===== src/rtl/fetch_pkg.sv =====
// Shared definitions for the instruction-fetch stage: FSM state type,
// the NOP encoding used for IF/ID bubbles and the sequential PC step.
package fetch_pkg;

  typedef enum logic [1:0] {
    ST_REQ  = 2'd0,  // request outstanding or about to be issued
    ST_HOLD = 2'd1,  // fetched word parked in the skid buffer during a stall
    ST_DROP = 2'd2   // redirect seen mid-transfer; discard the word in flight
  } fetch_state_e;

  localparam logic [31:0] NOP_INSTR = 32'h0000_0013;  // addi x0, x0, 0
  localparam int unsigned PC_INC    = 4;

endpackage


===== src/rtl/sat_counter.sv =====
// 16-bit saturating event counter with asynchronous active-low reset.
// The whole module is built only when FETCH_PERF_EN is defined, so the
// default build carries no stray top-level module.
`ifdef FETCH_PERF_EN
module sat_counter (
  input  logic        clk_i,
  input  logic        rst_ni,
  input  logic        en_i,
  output logic [15:0] count_o
);

  logic [15:0] cnt_q;
  logic [15:0] cnt_d;

  // Increment on each enabled cycle, sticking at all-ones.
  always_comb begin
    cnt_d = cnt_q;
    if (en_i && (cnt_q != 16'hFFFF)) begin
      cnt_d = cnt_q + 16'd1;
    end
  end

  // Counter register.
  always_ff @(posedge clk_i or negedge rst_ni) begin
    if (!rst_ni) begin
      cnt_q <= '0;
    end else begin
      cnt_q <= cnt_d;
    end
  end

  assign count_o = cnt_q;

endmodule
`endif


===== src/rtl/fetch_stage.sv =====
// Instruction-fetch stage: drives the instruction-memory request, tracks the
// PC, parks a fetched word in a one-entry skid buffer while decode stalls,
// discards words made stale by a redirect, and owns the IF/ID register.
// Optional macro FETCH_PERF_EN adds bubble_cnt / redirect_cnt counters.
module fetch_stage
  import fetch_pkg::*;
#(
  parameter int unsigned          PC_W     = 32,
  parameter int unsigned          INSTR_W  = 32,
  parameter logic [PC_W-1:0]      RESET_PC = '0
) (
  input  logic               clk,
  input  logic               rst,
  input  logic               StallF,
  input  logic               StallD,
  input  logic               FlushD,
  input  logic               PcSrcE,
  input  logic [PC_W-1:0]    PcTargetE,
  output logic               imem_req,
  output logic [PC_W-1:0]    imem_addr,
  input  logic               imem_ready,
  input  logic [INSTR_W-1:0] imem_rdata,
  output logic [INSTR_W-1:0] InstrD,
  output logic [PC_W-1:0]    PCD,
  output logic [PC_W-1:0]    PCPlus4D,
  output logic               ValidD
`ifdef FETCH_PERF_EN
  ,
  output logic [15:0]        bubble_cnt,
  output logic [15:0]        redirect_cnt
`endif
);

  localparam logic [INSTR_W-1:0] NOP     = INSTR_W'(NOP_INSTR);
  localparam logic [PC_W-1:0]    PC_STEP = PC_W'(PC_INC);

  fetch_state_e        state_q, state_d;
  logic                req_q, req_d;
  logic [PC_W-1:0]     pc_q, pc_d;
  logic [INSTR_W-1:0]  skid_q, skid_d;
  logic [PC_W-1:0]     pend_q, pend_d;

  logic [INSTR_W-1:0]  instr_q, instr_d;
  logic [PC_W-1:0]     pcd_q, pcd_d;
  logic [PC_W-1:0]     pcp4_q, pcp4_d;
  logic                valid_q, valid_d;

  logic                xfer_done;
  logic                load;
  logic [INSTR_W-1:0]  load_instr;
  logic                bubble_evt;

  assign xfer_done = req_q & imem_ready;

  // Fetch FSM next state: PC, skid buffer, pending redirect target and
  // whether IF/ID should accept a new instruction this cycle.
  always_comb begin
    state_d    = state_q;
    pc_d       = pc_q;
    skid_d     = skid_q;
    pend_d     = pend_q;
    load       = 1'b0;
    load_instr = imem_rdata;
    case (state_q)
      ST_REQ: begin
        if (xfer_done) begin
          if (PcSrcE) begin
            pc_d = PcTargetE;
          end else if (StallF | StallD) begin
            skid_d  = imem_rdata;
            state_d = ST_HOLD;
          end else begin
            load = 1'b1;
            pc_d = pc_q + PC_STEP;
          end
        end else if (PcSrcE) begin
          pend_d  = PcTargetE;
          state_d = ST_DROP;
        end
      end
      ST_HOLD: begin
        if (PcSrcE) begin
          pc_d    = PcTargetE;
          state_d = ST_REQ;
        end else if (!StallD) begin
          load       = 1'b1;
          load_instr = skid_q;
          pc_d       = pc_q + PC_STEP;
          state_d    = ST_REQ;
        end
      end
      ST_DROP: begin
        // Address must stay put until the stale transfer completes; a
        // redirect arriving in the completing cycle is the newest target.
        if (xfer_done) begin
          pc_d    = PcSrcE ? PcTargetE : pend_q;
          state_d = ST_REQ;
        end else if (PcSrcE) begin
          pend_d = PcTargetE;
        end
      end
      default: begin
        state_d = ST_REQ;
      end
    endcase
    req_d = (state_d != ST_HOLD);
  end

  // IF/ID next value with priority flush > stall > load > bubble.
  always_comb begin
    valid_d    = valid_q;
    instr_d    = instr_q;
    pcd_d      = pcd_q;
    pcp4_d     = pcp4_q;
    bubble_evt = 1'b0;
    if (FlushD) begin
      valid_d = 1'b0;
      instr_d = NOP;
    end else if (StallD) begin
      valid_d = valid_q;
    end else if (load) begin
      valid_d = 1'b1;
      instr_d = load_instr;
      pcd_d   = pc_q;
      pcp4_d  = pc_q + PC_STEP;
    end else begin
      valid_d    = 1'b0;
      instr_d    = NOP;
      bubble_evt = 1'b1;
    end
  end

  // Fetch FSM state, registered request strobe, PC and side buffers.
  always_ff @(posedge clk or negedge rst) begin
    if (!rst) begin
      state_q <= ST_REQ;
      req_q   <= 1'b1;
      pc_q    <= RESET_PC;
      skid_q  <= '0;
      pend_q  <= '0;
    end else begin
      state_q <= state_d;
      req_q   <= req_d;
      pc_q    <= pc_d;
      skid_q  <= skid_d;
      pend_q  <= pend_d;
    end
  end

  // IF/ID pipeline register.
  always_ff @(posedge clk or negedge rst) begin
    if (!rst) begin
      valid_q <= 1'b0;
      instr_q <= NOP;
      pcd_q   <= '0;
      pcp4_q  <= '0;
    end else begin
      valid_q <= valid_d;
      instr_q <= instr_d;
      pcd_q   <= pcd_d;
      pcp4_q  <= pcp4_d;
    end
  end

  assign imem_req  = req_q;
  assign imem_addr = pc_q;
  assign InstrD    = instr_q;
  assign PCD       = pcd_q;
  assign PCPlus4D  = pcp4_q;
  assign ValidD    = valid_q;

`ifdef FETCH_PERF_EN
  sat_counter u_bubble_cnt (
    .clk_i   (clk),
    .rst_ni  (rst),
    .en_i    (bubble_evt),
    .count_o (bubble_cnt)
  );

  sat_counter u_redirect_cnt (
    .clk_i   (clk),
    .rst_ni  (rst),
    .en_i    (PcSrcE),
    .count_o (redirect_cnt)
  );
`else
  logic unused_bubble;
  assign unused_bubble = bubble_evt;
`endif

endmodule


===== config.mk =====
export PLATFORM = sky130hd
export DESIGN_NAME = fetch_stage
export DESIGN_NICKNAME = d
export VERILOG_FILES = /design/src/rtl/fetch_pkg.sv /design/src/rtl/sat_counter.sv /design/src/rtl/fetch_stage.sv
export SDC_FILE = /design/constraint.sdc
export NUM_CORES = 1
export LEC_CHECK = 0
export CORE_MARGIN = 2
export CORE_UTILIZATION = 40
export DETAILED_ROUTE_END_ITERATION = 10
export HOLD_SLACK_MARGIN = 0.15
export PLACE_DENSITY = 0.65
export SETUP_SLACK_MARGIN = 0.05
export SLEW_MARGIN = 25
export SYNTH_ARGS = -nofsm -noshare
export SYNTH_HDL_FRONTEND = slang
export SYNTH_SLANG_ARGS = --single-unit

===== constraint.sdc =====
create_clock -name clk -period 2.75 [get_ports clk]
set_input_delay 0.275 -clock clk [delete_from_list [all_inputs] [get_ports clk]]
set_output_delay 0.275 -clock clk [all_outputs]
set_load 0.05 [all_outputs]

==> results_dict.tcl, run 1 <==
set metrics [dict create \
    die_h_microns 156.7 \
    dieWidth_microns 156.7 \
    dr.pass1.iters 5 \
    yosysSeqAreaShare_pct 52.09 \
    power_density_nw_per_um2 1009 \
    cts_max_level 4 \
    drt_iter0_markers 566 \
    synthCells 919 \
    worst-path-buf-inv 0 \
    grt_pass1_vias 7373 \
    max_cap_viol_count 0 \
    regArea_sq_um 4860 \
    grtUsageTotal_pct 22.02 \
    drive_gt1_share_pct 14.08 \
    mostFrequentLayoutCells "198 x clkdlybuf4s50_1, 190 x dfrtp_1, 174 x nand2_1, 81 x o21ai_0, 68 x mux2_2" \
    synth-main-ff-cell "dfrtp_1" \
    io_pins 201 \
    skew_ns 0.01019 \
    synth_warnings 0 \
    syn_nets 991 \
    tritoncts "done" \
    ys_ff_latch 194 \
    avgSynthCellArea_sq_um 10.15 \
    worstSkewPairLatency_ns 0.44 \
    status "completed" \
    via_per_inst 5.318 \
    place_congestion 0.8099 \
    hold_viol_final 0 \
    cts_buffer_depth 2 \
    hpwl_microns 18320 \
    worst_hold_path_type "in -> async" \
    syn_area_sq_um 9329 \
    cts_sinks 194 \
    arrival_ns 2.74 \
    maxSlewViolCount 0 \
    start_util_pct 40.96 \
    tns_ns 0 \
    crit_required_ns 3.11 \
    area_delta_synth_final_pct 32.12 \
    path_delay_family "simple AND/OR/NAND/NOR gates" \
    crit_fanout 13 \
    synth-edff-count 0 \
    cts_made_buffers 17 \
    r2r_slack_ns 0.37 \
    drcViolationCount 0 \
    fin_util_pct 54.11 \
    synth_cell_types 63 \
    nNetsFinal 1167 \
    cpMaxStageDelayCell "or4_4" \
    yosysTopAreaCellShare_pct 50.97 \
    cp-start-kind "flop" \
    fp-row-count 55 \
    wl_microns 26240 \
    critPathMaxStageDelay_ns 0.61 \
    antenna_found_initial 0 \
    final_common_cell "clkdlybuf4s50_1" \
    core_area_sq_um 22780 \
    post_cts_buffers 0 \
    grt_max_degree 72 \
    setup_violations 0 \
    vias 7557 \
    ant_nets 0 \
    crit_chain "ha_1 > nand4_2 > or4_4 > or4_1 > a31oi_1" \
    rsz0062_at_grt "no" \
    fin_crit_sh_pct 86.64 \
    die_area_sq_um 24560 \
    synthTopCellsByArea "dfrtp_1 51%, mux2_2 8.2%, nand2_1 7.0%" \
    multi_input_area_sq_um 4121 \
    grt_pass1_wl_microns 41920 \
    nFillCells 2037 \
    clockRootBuffer "clkbuf_16" \
    cp-end-kind "flop" \
    relSlewSlack_pct 47.06 \
    grt_overflow_total 0 \
    port_buffers 200 \
    leakage_nw 5.013 \
    fmax_mhz 419.7 \
    wl_per_cell_microns 18.46 \
    crit_type "reg -> reg" \
    peakVddDrop_mv 0.4856 \
    async_flop_share_pct 100.0 \
    period_needed_ns 2.383 \
    path_clk_slew_ns 0.08 \
    synth_top_cell_by_area "dfrtp_1" \
    tightest_slew_ns 0.7933 \
    num_antenna_cells 0 \
]
[final cells by class]
type                       instances  share of cell area, %
sequential                       194                  39.43
multi-input combinational        636                  33.44
clock inverter                    13                  1.167
tap                              313                  3.177
inverter                          12                 0.3654
clock buffer                      19                  3.594
timing repair buffer             234                  18.83
[flip-flops by register name, indices dropped and copies added (netlist names)]
name	cells
InstrD	32
state_q	2
skid_q	32
imem_addr	32
imem_req	1
PCD	32
PCPlus4D	30
pend_q	32
ValidD	1
[per-layer routing]
layer / wire, microns / global-route usage, % / vias up
li1: - / - / 3613
met1: 11850 / 31.32 / 3674
met2: 12340 / 34.27 / 242
met3: 1628 / 4.874 / 28
met4: 416 / 5.330 / 0
met5: 0 / 0 / -
[power by group]
group	internal, mW	total (mW)	switching, mW
Clock	1.31	2.50	1.19
Sequential	3.70	4.47	0.765
Combinational	1.94	5.47	3.53
Total	6.95	12.4	5.49
[logic make-up after synthesis]
logic type      Yosys count  synth area share, %
flops                   194                52.09
compound gates          173                11.76
fa+ha+maj                 1               0.1341
mux                     109                12.62
buf+inv                  89                4.292
xor+xnor                 14                1.314
simple gates            339                17.78
[synth_stat cells, drive strengths merged, types with 3 or more instances]
master / n
a21o: 4
o211ai: 11
a31oi: 11
nor3b: 3
buf: 38
o31ai: 3
a221o: 3
nand3: 16
nor4: 8
mux2i: 40
nand4b: 3
o21ai: 81
or4: 7
a221oi: 3
and4: 5
o311ai: 5
o22ai: 4
a211o: 7
nand2: 174
o311a: 4
and3: 4
a22oi: 3
and2: 5
nor3: 21
o2bb2ai: 6
nand3b: 5
nand2b: 18
dfrtp: 190
clkbuf: 39
or3: 8
o2111ai: 3
dfstp: 4
inv: 12
a21oi: 16
nor2: 28
nor2b: 5
xnor2: 12
nand4: 23
mux2: 69
[stage by stage]
stage	hold WS, ns	worst slack (ns)	std cells	area (sq um)	total power [mW]
final	0.3885	0.3673	1421	12330	12.44
after global routing	0.4417	0.2740	1421	12330	13.07
after CTS	0.3812	0.3759	1421	12330	12.52
after detailed placement	0.3334	0.3968	1388	11730	10.00
after global placement	0.3266	0.4444	1388	11730	9.924
after floorplan	-0.02059	0.2860	919	9329	7.928
[what timing repair did]
item	4_1_cts	5_1_grt
endpoints found under the hold margin	66	0
hold buffers	1	0
resized for setup	0	0
[final timing paths]
path | cells past startpoint | start | endpoint
hold / removal | 2 | rst | skid_q[27]
setup reg to reg | 5 | imem_addr[3] | PCPlus4D[26]
setup / recovery | 5 | imem_addr[3] | PCPlus4D[26]
hold reg to reg | 2 | PCD[21] | PCD[21]
max in group asynchronous | 3 | rst | InstrD[4]
min in group clk | 3 | PcSrcE | state_q[1]
Power figures use the tool's default switching activity.
==> inputs of run 2 (changes only) <==
--- a/config.mk
+++ b/config.mk
@@ -5,11 +5,12 @@
 export SDC_FILE = /design/constraint.sdc
 export NUM_CORES = 1
 export LEC_CHECK = 0
+export ABC_AREA = 1
 export CORE_MARGIN = 2
 export CORE_UTILIZATION = 40
 export DETAILED_ROUTE_END_ITERATION = 10
 export HOLD_SLACK_MARGIN = 0.15
-export PLACE_DENSITY = 0.65
+export PLACE_DENSITY = 0.66
 export SETUP_SLACK_MARGIN = 0.05
 export SLEW_MARGIN = 25
 export SYNTH_ARGS = -nofsm -noshare
==> results_dict.tcl, run 2 <==
set metrics [dict create \
    io_pins 201 \
    syn_nets 1244 \
    worst-path-buf-inv 1 \
    yosysMostFrequentCell "nand2_1" \
    core_area_sq_um 22640 \
    final_common_cell "nand2_1" \
    num_antenna_cells 0 \
    wl_per_cell_microns 15.91 \
    cts_max_level 4 \
    via_per_inst 4.991 \
    relSlewSlack_pct 38.87 \
    die_h_microns 155.7 \
    die_area_sq_um 24250 \
    mostFrequentLayoutCells "399 x nand2_1, 198 x clkdlybuf4s50_1, 190 x dfrtp_1, 156 x o21ai_0, 111 x inv_1" \
    switching_power_mw 5.601 \
    drive_gt1_share_pct 4.489 \
    fmax_mhz 478.6 \
    crit_type "reg -> out" \
    grt_max_degree 83 \
    drcViolationCount 0 \
    place_inst 1611 \
    synth-main-ff-cell "dfrtp_1" \
    peakVddDrop_mv 0.5968 \
    synthCells 1172 \
    worst_hold_path_type "in -> reg" \
    pwr-share-seq_pct 35.8 \
    critPathMaxStageDelay_ns 0.91 \
    ant_nets 0 \
    fin_util_pct 53.14 \
    syn_area_sq_um 9210 \
    cts_sinks 194 \
    grtUsageTotal_pct 22.01 \
    fp-row-count 55 \
    max_cap_viol_count 0 \
    cp-start-kind "flop" \
    synthTopCellsByCount "400 x nand2_1, 190 x dfrtp_1, 156 x o21ai_0" \
    worstSkewPairLatency_ns 0.44 \
    fin_crit_sh_pct 75.98 \
    grt_overflow_total 0 \
    area_delta_synth_final_pct 30.62 \
    arrival_ns 1.81 \
    pre_cts_ws_ns 0.5467 \
    ys_ff_latch 194 \
    grt_pass1_vias 7890 \
    nNetsFinal 1418 \
    hold_viol_final 0 \
    start_util_pct 40.68 \
    leakage_nw 5.787 \
    cts_made_buffers 17 \
    period_needed_ns 2.089 \
    synth_warnings 0 \
    clockRootBuffer "clkbuf_16" \
    synth_cell_types 31 \
    intPower_mw 6.594 \
    crit_fanout 5 \
    grt_pass1_wl_microns 41590 \
    nFillCells 2121 \
    crit_chain "clkdlybuf4s50_1" \
    vias 8206 \
    yosysSeqAreaShare_pct 52.76 \
    port_buffers 200 \
    wl_microns 26160 \
    timing.hold.ws_ns 0.2437 \
    path_clk_slew_ns 0.08 \
    status "completed" \
    crit_required_ns 2.48 \
    p_sw_share_pct 45.93 \
    synth-edff-count 0 \
    skew_ns 0.01096 \
    fin_ws_ns 0.6606 \
    cts_buffer_depth 2 \
    setup_violations 0 \
    maxSlewViolCount 0 \
    place_congestion 0.8987 \
    combPwrFrac_pct 44.1 \
    avgSynthCellArea_sq_um 7.858 \
    clkPwrFrac_pct 20.1 \
    cp-end-kind "primary output" \
    dr.pass1.iters 5 \
    rsz0062_at_grt "no" \
    synthTopCellsByArea "dfrtp_1 52%, nand2_1 16%, o21ai_0 8.5%" \
    tightest_slew_ns 0.9170 \
    tns_ns 0 \
    path_delay_family "buffers and inverters" \
    drt_iter0_markers 640 \
    antenna_found_initial 0 \
    dieWidth_microns 155.7 \
    yosysTopAreaCellShare_pct 51.62 \
    final_cells 1644 \
    hpwl_microns 18630 \
    power_density_nw_per_um2 1014 \
    cpMaxStageDelayCell "clkdlybuf4s50_1" \
    synth_top_cell_by_area "dfrtp_1" \
    async_flop_share_pct 100.0 \
    cts_resized 0 \
    tritoncts "done" \
]
[run 2: changes by cell type after synthesis, moves of 23 or more]
| cell | previous run | this run |
|---|---|---|
| buf_2 | 31 | 8 |
| mux2_2 | 68 | 0 |
| nand2_1 | 174 | 400 |
| o21ai_1 | 0 | 30 |
| inv_1 | 12 | 111 |
| nand3_1 | 14 | 49 |
| o21ai_0 | 81 | 156 |
| mux2i_1 | 40 | 0 |
| nor2_1 | 28 | 76 |
[run 2: per-layer routing]
metal,track usage (%),routed length [microns],up-vias
met5,0,0,-
met2,36.18,12350,276
met4,5.898,418,0
met3,6.250,2085,26
li1,-,-,4084
met1,28.68,11310,3820
[run 2: through the flow]
stage	power, mW	cell area (sq um)
4_1_cts	12.28	12030
6_report	12.19	12030
3_3_place_gp	9.753	11450
2_1_floorplan	7.748	9210
5_1_grt	12.86	12030
3_5_place_dp	9.816	11450
[run 2: power groups by stage]
stage          registers (mW)  clock network [mW]  logic [mW]
2_1_floorplan            6.32                   0        1.42
3_3_place_gp             4.41                   0        5.35
3_5_place_dp             4.40                   0        5.41
5_1_grt                  4.48                2.60        5.78
6_report                 4.37                2.45        5.38
4_1_cts                  4.36                2.49        5.43
[run 2: final timing paths]
kind | slack [ns] | depth (start not counted) | startpoint | end
hold / removal | 0.24 | 3 | PcSrcE | state_q[1]
max in group asynchronous | 1.58 | 3 | rst | InstrD[4]
hold reg to reg | 0.48 | 2 | skid_q[30] | skid_q[30]
setup reg to reg | 0.66 | 9 | state_q[0] | imem_addr[6]
min in group asynchronous | 0.39 | 2 | rst | pend_q[24]
setup / recovery | 0.66 | 1 | imem_addr[8] | imem_addr[8]
[run 2: logic make-up (layout without fill, tap and decap cells)]
kind of cell | Yosys count | in the layout | synth area share, %
AND/OR/NAND/NOR | 531 | 531 | 22.52
AO/OA/AOI/OAI | 252 | 252 | 15.34
flip-flops | 194 | 194 | 52.76
buffers and inverters | 179 | 366 | 7.811
XOR/XNOR | 15 | 15 | 1.426
adder cells (fa/ha/maj) | 1 | 1 | 0.1358
[run 2: timing repair]
item / CTS / global route
hold buffers: 1 / 0
endpoints found under the hold margin: 65 / 0
setup buffers: 0 / 0
[run 2: cell type report]
type                    instances  area, sq um  area share (%)
flip-flops and latches        194         4860           40.40
multi-input cells             799         3633           30.20
repair buffers                218         2176           18.09
inverters                     116        435.4           3.619
clock buffers                  17        425.4           3.536
well taps                     285        356.6           2.964
clock inverters                15        143.9           1.196
==> inputs of run 3 (changes only) <==
--- a/config.mk
+++ b/config.mk
@@ -10,7 +10,7 @@
 export CORE_UTILIZATION = 40
 export DETAILED_ROUTE_END_ITERATION = 10
 export HOLD_SLACK_MARGIN = 0.15
-export PLACE_DENSITY = 0.66
+export PLACE_DENSITY = 0.68
 export SETUP_SLACK_MARGIN = 0.05
 export SLEW_MARGIN = 25
 export SYNTH_ARGS = -nofsm -noshare
==> constraint.sdc (replaced) <==
create_clock -name clk -period 1.8 [get_ports clk]
set_input_delay 0.18 -clock clk [delete_from_list [all_inputs] [get_ports clk]]
set_output_delay 0.18 -clock clk [all_outputs]
set_load 0.05 [all_outputs]
==> results_dict.tcl, run 3 (same netlist as run 2, synthesis figures left out) <==
set metrics [dict create \
    start_util_pct 40.68 \
    relSlewSlack_pct 65.84 \
    rr_endpoint "imem_addr[28]" \
    fin_crit_sh_pct 93.47 \
    wl_per_cell_microns 15.93 \
    antenna_found_initial 0 \
    cts_sinks 194 \
    setup_violations 0 \
    r2r_slack_ns 0.12 \
    fp-row-count 55 \
    dieWidth_microns 155.7 \
    tightest_slew_ns 0.5145 \
    io_pins 201 \
    crit_required_ns 2.11 \
    r2r_start "imem_addr[2]" \
    cts_buffer_depth 2 \
    maxSlewViolCount 0 \
    drt_iter0_markers 650 \
    die_h_microns 155.7 \
    drcViolationCount 0 \
    place_area_sq_um 11730 \
    fmax_mhz 594.4 \
    drive_gt1_share_pct 12.58 \
    num_antenna_cells 0 \
    grt_max_degree 85 \
    clockRootBuffer "clkbuf_16" \
    final_common_cell "nand2_1" \
    rsz0062_at_grt "yes" \
    grtUsageTotal_pct 22.67 \
    cp-end-kind "flop" \
    peakVddDrop_mv 0.8102 \
    worst_hold_path_type "in -> async" \
    rr_worst_depth 11 \
    ant_nets 0 \
    vias 8533 \
    via_per_inst 5.067 \
    cts_max_level 4 \
    skew_ns 0.009734 \
    dr_wl_met3_microns 1832 \
    finalInstanceArea_sq_um 12370 \
    dr.pass1.iters 5 \
    hold_viol_final 0 \
    hpwl_microns 19340 \
    wl_met2_microns 12740 \
    nNetsFinal 1458 \
    core_area_sq_um 22640 \
    power_density_nw_per_um2 1516 \
    grt_pass1_wl_microns 42920 \
    max_cap_viol_count 0 \
    grt_overflow_total 0 \
    grt_pass1_vias 8287 \
    highest_layer "met4" \
    die_area_sq_um 24250 \
    place_congestion 0.9282 \
    wirelength_met1_microns 11360 \
    period_needed_ns 1.682 \
    path_clk_slew_ns 0.08 \
    port_buffers 200 \
    tritoncts "done" \
    area_delta_synth_final_pct 34.33 \
    leakage_nw 6.372 \
    wl_microns 26820 \
    status "completed" \
    timing.hold.ws_ns 0.1833 \
    worstSkewPairLatency_ns 0.43 \
    cp-start-kind "flop" \
    crit_type "reg -> reg" \
    mostFrequentLayoutCells "396 x nand2_1, 185 x dfrtp_1, 156 x o21ai_0, 110 x inv_1, 95 x buf_4" \
    crit_fanout 4 \
    cts_made_buffers 17 \
    arrival_ns 1.99 \
    fin_util_pct 54.64 \
    final_cells 1684 \
    place_inst 1647 \
]
[run 3: changes by cell type in the layout (fill, tap and decap cells not counted), moves of 5 or more]
cell             previous run  this run
nor2_2                      1         6
buf_12                      3        14
dfrtp_1                   190       185
nor2_4                      0         5
nor2_1                     76        66
dfrtp_2                     0         5
dlygate4sd2_1               0        77
buf_4                      14        95
clkdlybuf4s50_1           198        68
[run 3: per-stage QoR]
step,setup WS [ns],setup TNS (ns),power [mW]
floorplan,0.05427,0,11.84
detailed placement,-0.1282,-3.629,15.14
CTS,0.06352,0,18.82
finish,0.1175,0,18.75
global route,0.02057,0,19.80
global placement,-0.1179,-1.609,15.01
[run 3: layer usage]
layer,vias to the layer above,GRT usage (%)
met5,-,0
met4,0,9.305
met3,42,5.083
met2,292,36.66
met1,4034,29.60
li1,4165,-
[run 3: repair_timing]
item	4_1_cts	5_1_grt
endpoints found under the hold margin	191	0
endpoints found under the setup margin	86	60
setup buffers	0	3
gates resized for setup	81	21
pin swaps	0	3
hold buffers	2	0
[run 3: cell type report]
type	instances	area, sq um
tap	285	356.6
multi-input combinational	799	3714
fill	2133	10270
sequential	194	4866
clock buffer	17	425.4
clock inverter	15	187.7
inverter	116	435.4
timing repair buffer	258	2387
[run 3: worst max-delay path by stage]
stage / start / to / slack, ns / depth (start not counted)
floorplan: imem_req / PCD[11] / 0.05 / 7
global placement: StallD / InstrD[1] / -0.12 / 10
detailed placement: StallD / InstrD[1] / -0.13 / 10
CTS: imem_addr[2] / PCPlus4D[14] / 0.06 / 9
global route: imem_req / InstrD[0] / 0.02 / 8
finish: imem_addr[2] / imem_addr[28] / 0.12 / 11
[run 3: critical path: stages, from the launching register on]
cell	delay, ns
dfrtp_2	0.39
ha_2	0.18
buf_4	0.11
nand3_1	0.12
nor2_2	0.18
nand2_2	0.11
inv_2	0.11
nand2_1	0.06
nand2_1	0.07
nand2_1	0.09
nand2_1	0.07
a21oi_1	0.06
[run 3: report_power, final]
group | internal, mW | switching [mW] | leakage (nW) | total, mW
clock | 2.13 | 1.86 | 0.300 | 3.99
sequential | 5.64 | 0.950 | 2.43 | 6.59
combinational | 2.37 | 5.81 | 3.64 | 8.17
total | 10.1 | 8.62 | 6.37 | 18.8
